===== src/rtl/genie_arb_pkg.sv =====
// Shared types and helpers for the round-robin packet merge.
package genie_arb_pkg;

  typedef enum logic {IDLE, LOCKED} arb_state_t;

  function automatic int clog2_min1(input int n);
    return (n <= 1) ? 1 : $clog2(n);
  endfunction

endpackage


===== src/rtl/genie_rr_pick.sv =====
// Combinational round-robin picker: first requester at or above ptr, wrapping.
module genie_rr_pick
  import genie_arb_pkg::*;
#(
  parameter  int NI = 2,
  localparam int WF = clog2_min1(NI)
) (
  input  logic [NI-1:0] req_i,
  input  logic [WF-1:0] ptr_i,
  output logic [NI-1:0] gnt_o,
  output logic [WF-1:0] idx_o
);

  localparam logic [WF:0] NI_W = (WF+1)'(NI);

  logic [NI-1:0] rot;
  logic          found;
  logic [WF-1:0] off;
  logic [WF:0]   sum;

  // Rotating the doubled vector puts the requester at ptr in bit 0.
  assign rot = NI'({req_i, req_i} >> ptr_i);

  always_comb begin
    found = 1'b0;
    off   = '0;
    for (int j = 0; j < NI; j++) begin
      if (!found && rot[j]) begin
        found = 1'b1;
        off   = WF'(j);
      end
    end
    sum = {1'b0, ptr_i} + {1'b0, off};
    if (sum >= NI_W) sum = sum - NI_W;
    idx_o = sum[WF-1:0];
    gnt_o = '0;
    if (found) gnt_o[idx_o] = 1'b1;
  end

endmodule


===== src/rtl/genie_rr_merge.sv =====
// Packet-aware round-robin merge of NI valid/ready streams into one registered
// output stream, tagging each beat with its source index.
module genie_rr_merge
  import genie_arb_pkg::*;
#(
  parameter  int NI = 2,
  parameter  int WD = 8,
  localparam int WF = clog2_min1(NI)
) (
  input  logic             clk,
  input  logic             reset,
  input  logic [NI*WD-1:0] i_data,
  input  logic [NI-1:0]    i_eop,
  input  logic [NI-1:0]    i_valid,
  output logic [NI-1:0]    o_ready,
  output logic [WD-1:0]    o_data,
  output logic             o_eop,
  output logic [WF-1:0]    o_field,
  output logic             o_valid,
  input  logic             i_ready
);

  arb_state_t    state_q, state_d;
  logic [WF-1:0] rr_ptr_q, rr_ptr_d;
  logic [WF-1:0] lock_idx_q, lock_idx_d;
  logic          o_valid_q, o_eop_q;
  logic [WD-1:0] o_data_q;
  logic [WF-1:0] o_field_q;

  logic          load_en, acc, sel_eop;
  logic [NI-1:0] pick_gnt, gnt;
  logic [WF-1:0] pick_idx, g;
  logic [WD-1:0] sel_data;

  function automatic logic [WF-1:0] incr_mod(input logic [WF-1:0] v);
    if (int'(v) >= NI - 1) return '0;
    return v + 1'b1;
  endfunction

  genie_rr_pick #(.NI(NI)) u_pick (
    .req_i (i_valid),
    .ptr_i (rr_ptr_q),
    .gnt_o (pick_gnt),
    .idx_o (pick_idx)
  );

  always_comb begin
    load_en    = !o_valid_q || i_ready;
    state_d    = state_q;
    rr_ptr_d   = rr_ptr_q;
    lock_idx_d = lock_idx_q;
    gnt        = '0;
    if (state_q == LOCKED) begin
      g               = lock_idx_q;
      gnt[lock_idx_q] = 1'b1;
    end else begin
      g   = pick_idx;
      gnt = pick_gnt;
    end
    o_ready  = (load_en && !reset) ? gnt : '0;
    acc      = |(i_valid & o_ready);
    sel_data = i_data[WD*g +: WD];
    sel_eop  = i_eop[g];
    if (acc) begin
      if (sel_eop) begin
        state_d  = IDLE;
        rr_ptr_d = incr_mod(g);
      end else begin
        state_d    = LOCKED;
        lock_idx_d = g;
      end
    end
  end

  always_ff @(posedge clk) begin
    if (reset) begin
      state_q    <= IDLE;
      rr_ptr_q   <= '0;
      lock_idx_q <= '0;
      o_valid_q  <= 1'b0;
      o_data_q   <= '0;
      o_eop_q    <= 1'b0;
      o_field_q  <= '0;
    end else begin
      state_q    <= state_d;
      rr_ptr_q   <= rr_ptr_d;
      lock_idx_q <= lock_idx_d;
      if (load_en) begin
        o_valid_q <= acc;
        if (acc) begin
          o_data_q  <= sel_data;
          o_eop_q   <= sel_eop;
          o_field_q <= g;
        end
      end
    end
  end

  assign o_valid = o_valid_q;
  assign o_data  = o_data_q;
  assign o_eop   = o_eop_q;
  assign o_field = o_field_q;

  a_ready_onehot: assert property (@(posedge clk) disable iff (reset) $onehot0(o_ready));

  for (genvar i = 0; i < NI; i++) begin : g_hold
    a_hold: assert property (@(posedge clk) disable iff (reset)
      (i_valid[i] && !o_ready[i]) |=>
        (!i_valid[i] || ($stable(i_data[WD*i +: WD]) && $stable(i_eop[i]))));
  end

endmodule


===== config.mk =====
export PLATFORM = sky130hd
export DESIGN_NAME = genie_rr_merge
export DESIGN_NICKNAME = d
export VERILOG_FILES = /design/src/rtl/genie_arb_pkg.sv /design/src/rtl/genie_rr_pick.sv /design/src/rtl/genie_rr_merge.sv
export SDC_FILE = /design/constraint.sdc
export NUM_CORES = 1
export LEC_CHECK = 0
export ABC_AREA = 1
export CAP_MARGIN = 20
export CORE_AREA = 3 3 48 50
export CTS_CLUSTER_DIAMETER = 50
export DETAILED_ROUTE_END_ITERATION = 10
export DIE_AREA = 0 0 51 53
export PLACE_DENSITY_LB_ADDON = 0.1
export SYNTH_ARGS = -nofsm -noshare
export SYNTH_HDL_FRONTEND = slang
export SYNTH_SLANG_ARGS = --single-unit

===== constraint.sdc =====
create_clock -name clk -period 1.29 [get_ports clk]
set_input_delay 0.258 -clock clk [delete_from_list [all_inputs] [get_ports clk]]
set_output_delay 0.258 -clock clk [all_outputs]
set_load 0.02 [all_outputs]

==> metrics.txt <==
status complete, but fails checks; violated checks negative setup slack; VDD IR max 811 uV; Critical Path Sink Type primary output; final instance area 1420 um^2; max_cap viols 0; endpoints failing hold 0; WP data arrival 1.10 ns; maximum clock path buffer count 2; post-synthesis average cell area 6.39 um^2; Slew headroom 83.7%; Sw Share 34.8%; critical path class reg -> out; final net count 195; fmax 0.739 GHz; crit-path cells nand2_4 > nand3_2 > nand2_1 > nor2_1 > buf_4; CP top delay family flip-flops; routed len/inst 10.9 um; clock network power share 21.7%; chip height 53 um; cells after synthesis 121; TritonCTS buffer count 3; drt drc 0; P&R area growth vs syn 83.5%; RSZ-0062 raised after global routing yes; CP max FO 3; Gate power share 43.0%; first-pass GRT wire length 3410 um; clock skew 0.00127 ns; post-route setup slack -0.0639 ns; Ports 36; Critical Path Source Type flip-flop; critical path's largest stage delay 0.38 ns; PortBufs 35; syn nets 144; GR Overflow Total 0; net switching power 0.503 mW; Skew-Pair Late Insertion Delay 0.27 ns; Final Util 73.1%; total power 1.45 mW; layout cell share with drive strength beyond 1 35.7%; YS warnings 0; worst slew pin tran 0.244 ns; drt first pass iters 2; reg2reg start rr_ptr_q$_SDFFE_PP0P_; crit path max-delay cell type dfxtp_4; synthesized area 773 um^2; final WL 2170 um; Final Setup Violations 3; die span in x 51 um; power share of the sequential group 35.4%; CTS tree done; worst slack, placed -0.701 ns; sequential-to-total area share from yosys stat 36.2%; pwr/cell area 1020 nW/um^2; vias in the first global route 835; HP Start reset; Initial Util 39.8%; GPL Wtd Cong 0.754; Core Rows 16; DP HPWL 1490 um; Pleak 0.724 nW; Hold Crit Class in -> reg; cell internal pwr 0.943 mW; core footprint 1940 um^2; Setup crit start rr_ptr_q$_SDFFE_PP0P_; WP buf/inv 1; initial antenna violation count 0; Yosys cell types 15; Area after DPL 1210 um^2; Fillers 179; final setup TNS -0.115 ns; GRT Util Overall 16.7%; Detailed Route Iter0 Violations 1; Antenna Nets Post-Route 0; H-tree depth 1; #FFs+latches synth 14; post-route minimum period 1.35 ns; largest net degree at the start of global routing 13; leading cell types in the layout, fill and taps excluded nand2_1, nor2_1, clkdlybuf4s50_1, inv_1, dlygate4sd2_1; Vias 886; max-slew violations 0; Clk Tree Root Cell clkbuf_4; clk sink count 14; clock slew at reported path FFs 0.09 ns; ant diodes 0; CP required 1.03 ns; hold buffers post-CTS 0; Tcrit/Tclk final 105%; die footprint 2700 um^2; vias per cell 4.47
## what timing repair did
action | CTS | global route
endpoints found under the setup margin | 27 | 17
setup buffers | 2 | 0
pin swaps | 1 | 17
resized for setup | 42 | 52
gates cloned | 0 | 1
hold endpoints to repair | 0 | 0
## area by class of cell
class	count	area (um^2)	share of cell area [%]
Clock buffer	4	36.3	2.56
Sequential cell	14	289	20.4
Multi-Input combinational cell	81	502	35.4
Timing Repair Buffer	51	472	33.2
Inverter	21	86.3	6.08
Tap cell	27	33.8	2.38
## worst reg2reg max path: stages, from the launching register on
cell     delay (ns)
dfxtp_4        0.37
nand2_4        0.08
nand3_4        0.07
buf_6          0.14
nand2_4        0.06
nand3_4        0.06
nand2_4        0.12
buf_6          0.15
nand2_2        0.05
nand2_2        0.06
a21oi_2        0.04
## cells in the mapped netlist (all sizes together)
library cell / n / share of area [%]
nand2: 33 / 18
nand3: 5 / 4.5
o21ai: 16 / 10
dfxtp: 14 / 36
nand4: 1 / 0.81
nor2: 22 / 11
buf: 4 / 5.0
clkbuf: 1 / 0.97
inv: 21 / 10
a21oi: 4 / 3.6
## final timing paths
| kind | cells after the start | slack, ns | endpoint |
|---|---|---|---|
| max reg2reg | 10 | -0.02 | lock_idx_q$_SDFFE_PP0P_ |
| min reg2reg | 2 | 0.46 | lock_idx_q$_SDFFE_PP0P_ |
| min | 3 | 0.39 | lock_idx_q$_SDFFE_PP0P_ |
| max | 5 | -0.06 | o_ready[1] |
## kinds of logic after synthesis
| kind of cell | after synthesis | synth area share (%) |
|---|---|---|
| flip-flops | 14 | 36.2 |
| AO/OA/AOI/OAI | 20 | 13.9 |
| buffers and inverters | 26 | 16.2 |
| AND/OR/NAND/NOR | 61 | 33.7 |
## power by group through the flow
stage	logic (mW)	registers (mW)	clock network, mW
2_1_floorplan	0.231	0.556	0
3_3_place_gp	0.498	0.511	0
3_5_place_dp	0.508	0.512	0
4_1_cts	0.512	0.505	0.321
5_1_grt	0.676	0.519	0.344
6_report	0.621	0.512	0.313
## flip-flops by register name (all words and copies together), names as in the netlist
| register | cells |
|---|---|
| rr_ptr_q | 1 |
| o_data | 8 |
| lock_idx_q | 1 |
| o_field | 1 |
| o_eop | 1 |
| o_valid | 1 |
| state_q | 1 |
## through the flow
| stage | hold slack (ns) | std cells |
|---|---|---|
| 2_1_floorplan | 0.320 | 121 |
| 3_3_place_gp | 0.455 | 191 |
| 3_5_place_dp | 0.469 | 191 |
| 4_1_cts | 0.393 | 197 |
| 5_1_grt | 0.385 | 198 |
| 6_report | 0.389 | 198 |
## layer usage
layer / routed length, um / global-route usage [%] / share of wire, %
met3: 95 / 3.38 / 4.4
met4: 14 / 7.62 / 0.65
met5: 0 / 0 / 0
met1: 896 / 17.0 / 41
met2: 1160 / 32.4 / 53
Power figures use the tool's default switching activity.
